[src/rtl/alu_pkg.sv]
// Shared definitions for the 4-bit add/sub datapath and its result queue.
// Holds the operand width, the operation codes and the bit layout of a queued result entry.
package alu_pkg;

    localparam int ALU_W = 4;

    localparam logic OP_ADD = 1'b0;
    localparam logic OP_SUB = 1'b1;

    // Entry layout is {s, v, z, n, m}; s sits above the four flag bits.
    localparam int E_M = 0;
    localparam int E_N = 1;
    localparam int E_Z = 2;
    localparam int E_V = 3;
    localparam int E_S = 4;

    typedef struct packed {
        logic [ALU_W-1:0] s;
        logic             v;
        logic             z;
        logic             n;
        logic             m;
    } alu_entry_t;

endpackage

[src/rtl/alu_result_queue_if.sv]
// Producer and consumer handshake bundle for the ALU result queue.
// Both sides transfer on a cycle where valid && ready; valid must not depend on ready.
interface alu_result_queue_if
    import alu_pkg::*;
#(
    parameter int WIDTH = ALU_W
);
    logic             in_valid;
    logic             in_ready;
    logic [WIDTH-1:0] in_s;
    logic             in_v;
    logic             in_m;

    logic             out_valid;
    logic             out_ready;
    logic [WIDTH-1:0] out_s;
    logic             out_v;
    logic             out_z;
    logic             out_n;
    logic             out_m;

    modport master (
        output in_valid, in_s, in_v, in_m, out_ready,
        input  in_ready, out_valid, out_s, out_v, out_z, out_n, out_m
    );

    modport slave (
        input  in_valid, in_s, in_v, in_m, out_ready,
        output in_ready, out_valid, out_s, out_v, out_z, out_n, out_m
    );
endinterface

[src/rtl/ovf_tracker.sv]
// Sticky overflow flag plus saturating overflow-event counter.
// A clear in the same cycle as an overflow event is applied first, so the event still counts.
module ovf_tracker #(
    parameter int CNT_W = 8
) (
    input  logic             clk,
    input  logic             rst_n,
    input  logic             i_ovf,
    input  logic             i_clr,
    output logic             o_sticky,
    output logic [CNT_W-1:0] o_cnt
);
    localparam logic [CNT_W-1:0] CNT_MAX = '1;

    logic             r_sticky;
    logic [CNT_W-1:0] r_cnt;

    always_ff @(posedge clk or negedge rst_n) begin
        if (!rst_n) begin
            r_sticky <= 1'b0;
            r_cnt    <= '0;
        end else if (i_clr) begin
            r_sticky <= i_ovf;
            r_cnt    <= i_ovf ? CNT_W'(1) : '0;
        end else if (i_ovf) begin
            r_sticky <= 1'b1;
            if (r_cnt != CNT_MAX) begin
                r_cnt <= r_cnt + CNT_W'(1);
            end
        end
    end

    assign o_sticky = r_sticky;
    assign o_cnt    = r_cnt;
endmodule

[src/rtl/alu_result_queue.sv]
// Circular FIFO of adder results with zero/negative flags computed at push time.
// Full/empty comes from the registered occupancy, so in_ready never depends on out_ready.
module alu_result_queue
    import alu_pkg::*;
#(
    parameter int WIDTH = ALU_W,
    parameter int DEPTH = 4,
    parameter int CNT_W = 8
) (
    input  logic                     clk,
    input  logic                     rst_n,
    alu_result_queue_if.slave        q,
    input  logic                     clr_ovf,
    output logic [$clog2(DEPTH):0]   count,
    output logic                     ovf_sticky,
    output logic [CNT_W-1:0]         ovf_cnt
);
    localparam int                PTR_W   = $clog2(DEPTH);
    localparam int                ENTRY_W = WIDTH + E_S;
    localparam logic [PTR_W:0]    FULL    = (PTR_W + 1)'(DEPTH);

    logic [ENTRY_W-1:0] r_mem [DEPTH];
    logic [PTR_W-1:0]   r_wr_ptr;
    logic [PTR_W-1:0]   r_rd_ptr;
    logic [PTR_W:0]     r_count;

    logic               w_push;
    logic               w_pop;
    logic [ENTRY_W-1:0] w_entry;
    logic [ENTRY_W-1:0] w_head;

    assign q.in_ready  = (r_count != FULL);
    assign q.out_valid = (r_count != '0);
    assign w_push      = q.in_valid && q.in_ready;
    assign w_pop       = q.out_valid && q.out_ready;

    assign w_entry = {q.in_s, q.in_v, (q.in_s == '0), q.in_s[WIDTH-1], q.in_m};

    // Storage has no reset; only entries below the occupancy are ever observed.
    always_ff @(posedge clk) begin
        if (w_push) begin
            r_mem[r_wr_ptr] <= w_entry;
        end
    end

    always_ff @(posedge clk or negedge rst_n) begin
        if (!rst_n) begin
            r_wr_ptr <= '0;
            r_rd_ptr <= '0;
            r_count  <= '0;
        end else begin
            if (w_push) begin
                r_wr_ptr <= r_wr_ptr + PTR_W'(1);
            end
            if (w_pop) begin
                r_rd_ptr <= r_rd_ptr + PTR_W'(1);
            end
            case ({w_push, w_pop})
                2'b10:   r_count <= r_count + (PTR_W + 1)'(1);
                2'b01:   r_count <= r_count - (PTR_W + 1)'(1);
                default: r_count <= r_count;
            endcase
        end
    end

    assign w_head  = r_mem[r_rd_ptr];
    assign q.out_s = w_head[E_S +: WIDTH];
    assign q.out_v = w_head[E_V];
    assign q.out_z = w_head[E_Z];
    assign q.out_n = w_head[E_N];
    assign q.out_m = w_head[E_M];
    assign count   = r_count;

    ovf_tracker #(
        .CNT_W (CNT_W)
    ) u_ovf_tracker (
        .clk      (clk),
        .rst_n    (rst_n),
        .i_ovf    (w_push && q.in_v),
        .i_clr    (clr_ovf),
        .o_sticky (ovf_sticky),
        .o_cnt    (ovf_cnt)
    );
endmodule

[src/flat_wrapper.sv]
// flat-port wrapper written by rule: the top's interface ports become plain ports
module alu_result_queue_flat import alu_pkg::*;
#(
    parameter int WIDTH = ALU_W,
    parameter int DEPTH = 4,
    parameter int CNT_W = 8
)
  (clk, rst_n, clr_ovf, count, ovf_sticky, ovf_cnt, q_in_valid, q_in_s, q_in_v, q_in_m, q_out_ready, q_in_ready, q_out_valid, q_out_s, q_out_v, q_out_z, q_out_n, q_out_m);
  alu_result_queue_if #(.WIDTH(WIDTH)) q_i ();
  input  logic clk;
  input  logic rst_n;
  input  logic clr_ovf;
  output logic [$clog2(DEPTH):0] count;
  output logic ovf_sticky;
  output logic [CNT_W-1:0] ovf_cnt;
  input wire logic [$bits(q_i.in_valid)-1:0] q_in_valid;
  input wire logic [$bits(q_i.in_s)-1:0] q_in_s;
  input wire logic [$bits(q_i.in_v)-1:0] q_in_v;
  input wire logic [$bits(q_i.in_m)-1:0] q_in_m;
  input wire logic [$bits(q_i.out_ready)-1:0] q_out_ready;
  output wire logic [$bits(q_i.in_ready)-1:0] q_in_ready;
  output wire logic [$bits(q_i.out_valid)-1:0] q_out_valid;
  output wire logic [$bits(q_i.out_s)-1:0] q_out_s;
  output wire logic [$bits(q_i.out_v)-1:0] q_out_v;
  output wire logic [$bits(q_i.out_z)-1:0] q_out_z;
  output wire logic [$bits(q_i.out_n)-1:0] q_out_n;
  output wire logic [$bits(q_i.out_m)-1:0] q_out_m;
  assign q_i.in_valid = q_in_valid;
  assign q_i.in_s = q_in_s;
  assign q_i.in_v = q_in_v;
  assign q_i.in_m = q_in_m;
  assign q_i.out_ready = q_out_ready;
  assign q_in_ready = q_i.in_ready;
  assign q_out_valid = q_i.out_valid;
  assign q_out_s = q_i.out_s;
  assign q_out_v = q_i.out_v;
  assign q_out_z = q_i.out_z;
  assign q_out_n = q_i.out_n;
  assign q_out_m = q_i.out_m;
  alu_result_queue #(.WIDTH(WIDTH), .DEPTH(DEPTH), .CNT_W(CNT_W)) u_core (.clk(clk), .rst_n(rst_n), .q(q_i), .clr_ovf(clr_ovf), .count(count), .ovf_sticky(ovf_sticky), .ovf_cnt(ovf_cnt));
endmodule
[config.mk]
export PLATFORM = sky130hd
export DESIGN_NAME = alu_result_queue_flat
export DESIGN_NICKNAME = d
export VERILOG_FILES = /design/src/rtl/alu_pkg.sv /design/src/rtl/alu_result_queue_if.sv /design/src/rtl/ovf_tracker.sv /design/src/rtl/alu_result_queue.sv /design/src/flat_wrapper.sv
export SDC_FILE = /design/constraint.sdc
export NUM_CORES = 1
export LEC_CHECK = 0
export ABC_AREA = 1
export CAP_MARGIN = 20
export CORE_MARGIN = 2
export CORE_UTILIZATION = 45
export DETAILED_ROUTE_END_ITERATION = 10
export PLACE_DENSITY = 0.79
export SYNTH_ARGS = -nofsm -noshare
export SYNTH_HDL_FRONTEND = slang
export SYNTH_SLANG_ARGS = --single-unit
export TNS_END_PERCENT = 1
[constraint.sdc]
create_clock -name clk -period 3.35 [get_ports clk]
set_input_delay 0.5025 -clock clk [delete_from_list [all_inputs] [get_ports clk]]
set_output_delay 0.5025 -clock clk [all_outputs]
set_load 0.01 [all_outputs]
# Word level (Yosys, flattened, before mapping)
# Memories as Yosys holds them, arrays and structs flattened.
# Cells that the tools add are included.
[classes]
eq_ne = 4
n_reduce_logical = 9
add_sub_neg = 5
n_mux = 9
[ops]
columns = ["cell", "count"]
rows = [
  ["$mux W8", 3],
  ["$add A8 B1 Y8 const B", 1],
  ["$ne A8 B8 Y1 const B", 1],
  ["$pmux W3 S2", 1],
  ["$reduce_bool A2 Y1", 3],
  ["$mux W1", 5],
  ["$add A2 B1 Y2 const B", 2],
  ["$logic_not A4 Y1", 1],
  ["$add A3 B1 Y3 const B", 1],
  ["$logic_and A1 B1 Y1", 3],
  ["$ne A3 B3 Y1 const B", 1],
  ["$reduce_bool A3 Y1", 1],
  ["$sub A3 B1 Y3 const B", 1],
  ["$eq A2 B1 Y1 const B", 1],
  ["$eq A2 B2 Y1 const B", 1],
  ["$reduce_and A2 Y1", 1],
]
[totals]
inputBits = 11
regBits = 16
output_inout_bits = 22
ramBits = 32
n_memories = 1
[memory_table]
columns = ["memory", "depth", "width", "read_ports", "rd_clocked_by_memory_dff", "write_ports", "line_no", "text"]
rows = [
  ["u_core.r_mem", 4, 8, 1, 0, 1, "alu_result_queue.sv:22", "logic [ENTRY_W-1:0] r_mem [DEPTH];"],
]

# Longest topological paths before layout
# Gate-level depths: netlist (run 1).
[logic_depth]
word_depth = 5
mapped_depth = 10
depth_no_buf = 10

# Hierarchy
# A second synthesis (run 1) with hierarchy kept.
[hier_totals]
hier_cells = 211
hier_area_um2 = 2122.0
[by_module_without_submodules]
columns = ["mod", "area_each_um2", "instances", "seq_area_each_um2", "cells_each"]
rows = [
  ["alu_result_queue", 1599.0, 1, 1016.0, 146],
  ["ovf_tracker", 523.0, 1, 225.2, 65],
]

# Least setup slack after synthesis (run 1)
# OpenSTA, ideal clock, no wires.
[synth_timing]
path_type = "register to register"
from = "register u_core.r_count[0], in the netlist u_core.count[0]"
to = "register u_core.r_count[2], in the netlist u_core.count[2]"
setup_ns = 0.131
t_required_ns = 3.219
slack_ns = 1.470
stages_incl_launch_ff = 10
arrival_time_ns = 1.749
cell_sequence = "dfrtp_1 inv_2 nand3_2 nand2_2 ha_1 inv_1 fa_1 a21oi_1 o21ai_0 xor2_1"
[synth_between]
elab_chain_cells = 4
[synth_lines]
columns = ["item", "line_no", "text"]
rows = [
  ["start, declared", "alu_result_queue.sv:25", "logic [PTR_W:0] r_count;"],
  ["start signal, assigned", "alu_result_queue.sv:59", "2'b10: r_count <= r_count + (PTR_W + 1)'(1);"],
  ["start signal, assigned", "alu_result_queue.sv:60", "2'b01: r_count <= r_count - (PTR_W + 1)'(1);"],
  ["start signal, assigned", "alu_result_queue.sv:61", "default: r_count <= r_count;"],
  ["$ne A3 B3 Y1 *", "alu_result_queue.sv:32", "assign q.in_ready = (r_count != FULL);"],
  ["net q_in_ready", "flat_wrapper.sv:21", "output wire logic [$bits(q_i.in_ready)-1:0] q_in_ready;"],
  ["$logic_and A1 B1 Y1 *", "alu_result_queue.sv:34", "assign w_push = q.in_valid && q.in_ready;"],
  ["$eq A2 B1 Y1 or $eq A2 B2 Y1 (tied branches)", "alu_result_queue.sv:58", "case ({w_push, w_pop})"],
  ["$pmux W3 S2 or $reduce_bool A2 Y1 (tied branches)", "n/a", ""],
]
# Mark *: on every way through the listed nets, which the timed path passes. The rest lies on a longest branch.
# A chain may end at the register's enable or synchronous reset.

# Final worst setup path (run 1)
[layout_timing]
from = "register u_core.r_rd_ptr[0]"
to = "output q_out_n"
[layout_between]
elab_chain_cells = 1
[layout_lines]
columns = ["item", "line_no", "text"]
rows = [
  ["start, declared", "alu_result_queue.sv:24", "logic [PTR_W-1:0] r_rd_ptr;"],
  ["start signal, assigned", "alu_result_queue.sv:56", "r_rd_ptr <= r_rd_ptr + PTR_W'(1);"],
  ["$mem_v2 Z4 W8", "n/a", ""],
  ["end, declared", "flat_wrapper.sv:26", "output wire logic [$bits(q_i.out_n)-1:0] q_out_n;"],
]
# No other way between the ends.

==> results of run 1 <==
kinds of logic (layout without fill, tap and decap cells):
logic type | Yosys count | in the layout
simple gates | 84 | 84
xor+xnor | 5 | 5
fa+ha+maj | 7 | 7
flops | 44 | 44
compound gates | 29 | 29
buf+inv | 27 | 63
state kept, by name, summed over array words and instances, names as in the netlist:
signal / flops
u_core.r_rd_ptr: 2
u_core.r_mem: 28
u_core.u_ovf_tracker.o_sticky: 1
u_core.r_wr_ptr: 2
u_core.count: 3
u_core.u_ovf_tracker.o_cnt: 8
cells in the mapped netlist, drive strengths merged:
cell | number | area, µm²
a21o | 1 | 7.51
edfxtp | 28 | 841
nand3 | 11 | 70.1
xor2 | 4 | 35.0
fa | 1 | 20.0
buf | 3 | 17.5
nor3 | 1 | 5.00
ha | 6 | 75.1
nor4 | 1 | 6.26
nand2 | 39 | 159
clkbuf | 1 | 3.75
o22ai | 7 | 43.8
nand3b | 2 | 15.0
xnor2 | 1 | 8.76
o21ai | 18 | 90.1
nor2 | 30 | 123
inv | 23 | 86.3
a21oi | 3 | 15.0
dfrtp | 16 | 400
stage by stage:
stage / util [%] / std cells / area, µm² / power [mW] / setup slack (ns)
6_report: 56.7 / 284 / 2470 / 1.83 / 0.826
5_1_grt: 56.7 / 284 / 2470 / 1.96 / 0.708
4_1_cts: 56.7 / 284 / 2470 / 1.85 / 0.842
3_5_place_dp: 54.8 / 276 / 2390 / 1.54 / 1.03
3_3_place_gp: 54.8 / 276 / 2390 / 1.51 / 1.10
2_1_floorplan: - / 196 / 2020 / 1.21 / 1.47
final cells by class:
| cell class | instances | area [µm²] | area share (%) |
|---|---|---|---|
| clock buffer | 6 | 72.6 | 2.94 |
| sequential | 44 | 1240 | 50.3 |
| inverter | 23 | 86.3 | 3.50 |
| clock inverter | 2 | 11.3 | 0.456 |
| tap | 52 | 65.1 | 2.63 |
| timing repair buffer | 32 | 320 | 13.0 |
| multi-input combinational | 125 | 673 | 27.3 |
layer usage:
layer | track usage, % | share of wire (%) | vias to the layer above | wire length, µm
li1 | - | - | 720 | -
met1 | 21.7 | 41 | 669 | 1610
met2 | 25.9 | 50 | 51 | 1930
met3 | 3.28 | 6.7 | 10 | 259
met4 | 9.01 | 2.2 | 0 | 86
met5 | 0 | 0 | - | 0
tightest hold or removal path, delay by kind of cell, from the launching register on:
kind	cells	cell delay (ns)
flops	1	0.34
simple gates	2	0.10
path summary, 6_finish.rpt:
| check | startpoint | end | slack [ns] |
|---|---|---|---|
| setup / recovery | u_core.r_rd_ptr[0] | q_out_n | 0.83 |
| hold / removal | u_core.u_ovf_tracker.o_sticky | u_core.u_ovf_tracker.o_sticky | 0.48 |
| hold reg to reg | u_core.u_ovf_tracker.o_sticky | u_core.u_ovf_tracker.o_sticky | 0.48 |
| max in group asynchronous | rst_n | u_core.u_ovf_tracker.o_cnt[1] | 2.28 |
| min in group asynchronous | rst_n | u_core.u_ovf_tracker.o_cnt[6] | 0.63 |
| setup reg to reg | u_core.count[0] | u_core.count[2] | 1.38 |
report_power, final:
group	internal (mW)	total, mW	leakage (nW)	switching, mW
logic	0.335	0.717	0.523	0.382
clock network	0.145	0.312	0.0388	0.167
registers	0.707	0.805	0.459	0.0977
==> results.py, run 1 <==
metrics = {
    "setup_path": {
        "timing.critical_path.cells": "inv_2, nor2_1, o22ai_1, clkdlybuf4s50_1",
        "max_stage_delay_ns": 0.57,
        "reg2reg_depth": 9,
        "timing.critical_path.from_type": "flip-flop",
        "worst-path-buf-inv": 2,
        "critical_path.max_fanout": 16,
        "critical_path_required_ns": 2.85,
        "worstSetupPathDepth": 4,
        "crit_path_top_delay_cell": "sky130_fd_sc_hd__clkdlybuf4s50_1",
        "critical_path.endpoint_type": "primary output",
        "cp_top_family": "buffers and inverters",
        "critical_path_class": "flip-flop to primary output",
        "worst-endpoint-arrival_ns": 2.02,
    },
    "power_and_ir_drop": {
        "p_per_area_nw_per_um2": 742,
        "peakVddDrop_mv": 0.396,
        "power.leakage_nw": 1.02,
    },
    "grt": {
        "first_pass_grt_wire_length_um": 6470,
        "grt_antenna_before_repair": 0,
        "track_usage_pct": 16.5,
        "gr-total-overflow": 0,
        "grt_pass1_vias": 1457,
        "maximum_number_of_pins_on_one_net_before_global_route_repair": 17,
    },
    "die": {
        "initial_core_util_pct": 46.4,
        "die_width_um": 71.0,
        "die-height_um": 71.0,
        "std_cell_rows": 24,
        "placeable_core_area_um2": 4350,
        "io_pins": 33,
        "total_die_area_um2": 5050,
    },
    "finish": {
        "final_net_count": 249,
        "n_antenna_cell": 0,
        "mostFrequentLayoutCell": "sky130_fd_sc_hd__nand2_1",
        "syn_to_final_growth_pct": 22.2,
        "fillCellCount": 378,
        "ratio_of_cells_with_drive_above_1_in_the_final_layout_pct": 7.76,
        "commonest_non_fill_non_tap_cells_in_the_layout": "36 x sky130_fd_sc_hd__nand2_1, 32 x sky130_fd_sc_hd__clkdlybuf4s50_1, 28 x sky130_fd_sc_hd__nor2_1, 28 x sky130_fd_sc_hd__edfxtp_1, 19 x sky130_fd_sc_hd__inv_1",
    },
    "drt": {
        "drcViolationCount": 0,
        "drt_wl_total_um": 3880,
        "final_antenna_net_count": 0,
        "detail_route.wl_per_cell_um": 13.7,
        "first_pass_drt_iterations": 4,
        "dr.first_iter.drc_count": 88,
        "vias_per_cell": 5.11,
        "route.vias.total": 1450,
    },
    "clock_network": {
        "post-cts-setup-buffers": 0,
        "cts_made_buffers": 5,
        "h-tree-depth": 2,
        "tritoncts_clock_tree": "yes",
        "ctsHoldBuffers": 0,
        "cts_repair_resize_count": 0,
        "clock-sinks": 44,
        "clock_latency_ns": 0.29,
        "cts_root_buf": "sky130_fd_sc_hd__clkbuf_8",
        "clockBufferDepth": 2,
        "cts.reportedPaths.clkPinSlew_ns": 0.08,
    },
    "sta": {
        "max_clock_freq_mhz": 396,
        "worst_hold_slack_ns": 0.481,
        "setup_viol": 0,
        "final.setup.tns_ns": 0,
        "hold_viol": 0,
        "max-slew-margin-rel_pct": 52.0,
        "report.final.slew_viol_count": 0,
        "setup_repair_after_global_routing_missed_its_margin": "false",
        "final_cycle_utilization_of_the_critical_path_pct": 75.3,
        "worst_slew_pin_slew_ns": 0.717,
        "fin_skew_ns": 0.00449,
        "period_minus_slack_ns": 2.52,
    },
    "synth": {
        "share_of_the_synthesized_area_in_compound_gates_ao_oa_aoi_oai_pct": 7.74,
        "post_synth_instance_area_um2": 2020,
        "dominant_combinational_cell_family_by_area_after_synthesis": "simple AND/OR/NAND/NOR gates",
        "synth_xor_xnor_area_share_pct": 2.17,
        "synth_nets": 214,
        "synth_cell_type_count": 27,
        "postSynthAreaPerCell_um2": 10.3,
        "synth_fa_ha_area_share_pct": 4.70,
        "synth_cells": 196,
        "yosysWarnings": 0,
        "ys_ff_latch": 44,
        "post_synth_and_or_nand_nor_area_fraction_pct": 18.7,
        "ys_seq_area_share_pct": 61.4,
        "post_synth_mux_area_share_pct": 0,
    },
    "hold_path": {
        "hold_path.class": "flip-flop to flip-flop",
        "holdPathStages": 2,
    },
    "flow_run": {
        "drv_cap": 0,
    },
    "status": {
        "outcome": "finished, final reports clean",
    },
    "placement": {
        "gp_congestion": 0.821,
        "hpwlAfterDp_um": 2800,
        "portBuffers": 32,
    },
}
Power figures use the tool's default switching activity.
==> inputs of run 2 (changes only) <==
Settings changed: PLACE_DENSITY 0.79 to 0.82.
Clock period 3.35 ns to 2.17 ns, I/O delays scaled along.
==> run 2 against run 1 <==
Compared with the run above: first-iteration DRC count up 25%; final cell count up 3.5%; clock skew about the same; largest cell class unchanged; highest routed layer unchanged.
==> results.py, run 2 (same netlist as run 1, synthesis figures left out) <==
metrics = {
    "sta": {
        "report.final.slew_viol_count": 0,
        "setup_repair_after_global_routing_missed_its_margin": "false",
        "final_cycle_utilization_of_the_critical_path_pct": 95.6,
        "final.setup.tns_ns": 0,
        "setup_viol": 0,
        "fin_skew_ns": 0.00474,
        "worst_slew_pin_slew_ns": 0.728,
        "period_minus_slack_ns": 2.07,
        "max-slew-margin-rel_pct": 51.3,
        "max_clock_freq_mhz": 482,
        "hold_viol": 0,
    },
    "setup_path": {
        "worst-endpoint-arrival_ns": 1.75,
        "crit_path_top_delay_cell": "sky130_fd_sc_hd__clkdlybuf4s50_1",
        "reg2reg_depth": 10,
        "critical_path.reg2reg.startpoint": "u_core.count[2]",
        "timing.critical_path.cells": "buf_6, o21ai_0, o22ai_1, clkdlybuf4s50_1",
        "max_stage_delay_ns": 0.57,
        "rrSetupSlack_ns": 0.35,
        "timing.critical_path.from_type": "flip-flop",
        "critical_path_class": "flip-flop to primary output",
        "reg2reg_to": "u_core.count[2]",
        "critical_path.endpoint_type": "primary output",
        "worst-path-buf-inv": 2,
        "cp_top_family": "buffers and inverters",
        "critical_path_required_ns": 1.84,
        "critical_path.max_fanout": 14,
    },
    "drt": {
        "vias_per_cell": 4.94,
        "drcViolationCount": 0,
        "detail_route.wl_per_cell_um": 12.9,
        "drt_wl_total_um": 3800,
        "final_antenna_net_count": 0,
        "dr.first_iter.drc_count": 110,
        "route.vias.total": 1452,
        "first_pass_drt_iterations": 5,
    },
    "finish": {
        "n_antenna_cell": 0,
        "largest_register_ffs": 28,
        "final_net_count": 259,
        "mostFrequentLayoutCell": "sky130_fd_sc_hd__nand2_1",
        "fillCellCount": 337,
        "commonest_non_fill_non_tap_cells_in_the_layout": "36 x sky130_fd_sc_hd__nand2_1, 32 x sky130_fd_sc_hd__clkdlybuf4s50_1, 28 x sky130_fd_sc_hd__nor2_1, 28 x sky130_fd_sc_hd__edfxtp_1, 18 x sky130_fd_sc_hd__inv_1",
        "max_flop_register": "u_core.r_mem",
        "final_cell_count_no_fill": 294,
        "syn_to_final_growth_pct": 26.3,
        "ratio_of_cells_with_drive_above_1_in_the_final_layout_pct": 12.8,
        "postLayoutCoreUtil_pct": 58.6,
        "stdcell_area_um2": 2550,
    },
    "die": {
        "placeable_core_area_um2": 4350,
        "die-height_um": 71.0,
        "die_width_um": 71.0,
        "total_die_area_um2": 5050,
        "std_cell_rows": 24,
        "io_pins": 33,
        "initial_core_util_pct": 46.4,
    },
    "status": {
        "outcome": "finished, final reports clean",
    },
    "grt": {
        "maximum_number_of_pins_on_one_net_before_global_route_repair": 17,
        "first_pass_grt_wire_length_um": 6470,
        "track_usage_pct": 16.7,
        "grt_pass1_vias": 1397,
        "grt_antenna_before_repair": 0,
        "gr-total-overflow": 0,
    },
    "clock_network": {
        "tritoncts_clock_tree": "yes",
        "h-tree-depth": 2,
        "cts_root_buf": "sky130_fd_sc_hd__clkbuf_8",
        "cts.reportedPaths.clkPinSlew_ns": 0.08,
        "clock_latency_ns": 0.29,
        "clock-sinks": 44,
        "ctsHoldBuffers": 0,
        "clockBufferDepth": 2,
        "cts_made_buffers": 5,
    },
    "placement": {
        "portBuffers": 32,
        "dpl.cell_count": 285,
        "post_dp_cell_area_um2": 2450,
        "hpwlAfterDp_um": 2770,
        "gp_congestion": 0.857,
    },
    "power_and_ir_drop": {
        "peakVddDrop_mv": 0.751,
        "p_per_area_nw_per_um2": 1140,
        "power.leakage_nw": 1.07,
    },
    "flow_run": {
        "drv_cap": 0,
    },
    "hold_path": {
        "hold_path.class": "input pin to async pin",
    },
}
[run 2: power by group]
| part | switching, mW | total, mW | internal, mW |
|---|---|---|---|
| Clock | 0.257 | 0.481 | 0.225 |
| Sequential | 0.123 | 1.21 | 1.09 |
| Combinational | 0.613 | 1.21 | 0.596 |
[run 2: per-stage QoR]
step	power, mW	worst slack [ns]	hold WS, ns
final	2.90	0.0954	0.469
after detailed placement	2.42	0.153	0.487
after global routing	3.11	0.0184	0.521
after CTS	2.91	0.0445	0.484
after floorplan	1.86	0.290	0.0299
after global placement	2.39	0.175	0.482
[run 2: worst max-delay path by stage]
stage	startpoint	endpoint	slack (ns)	cells past startpoint
CTS	u_core.r_rd_ptr[1]	q_out_s[3]	0.04	4
global route	u_core.r_rd_ptr[0]	q_out_s[3]	0.02	4
floorplan	u_core.count[0]	u_core.count[2]	0.29	9
detailed placement	q_out_ready	u_core.count[2]	0.15	9
finish	u_core.r_rd_ptr[0]	q_out_s[3]	0.1	4
global placement	q_out_ready	u_core.count[2]	0.17	9
[run 2: repair_timing]
action | 4_1_cts | 5_1_grt
endpoints found under the setup margin | 4 | 4
buffers inserted | 0 | 1
resized for setup | 1 | 3
[run 2: routing by layer]
layer  global-route usage (%)  wire length [µm]  share of wire [%]
met3                     3.56               120                3.2
met4                     7.55                70                1.8
met1                     22.5              1790                 47
met5                        0                 0                  0
met2                     26.2              1820                 48
[run 2: cell type report]
| class | instances | area (µm²) | share of cell area (%) |
|---|---|---|---|
| clock buffer | 6 | 72.6 | 2.84 |
| inverter | 23 | 88.8 | 3.48 |
| clock inverter | 2 | 12.5 | 0.490 |
| tap | 52 | 65.1 | 2.55 |
| multi-input combinational | 125 | 673 | 26.4 |
| timing repair buffer | 42 | 399 | 15.6 |
| sequential | 44 | 1240 | 48.7 |
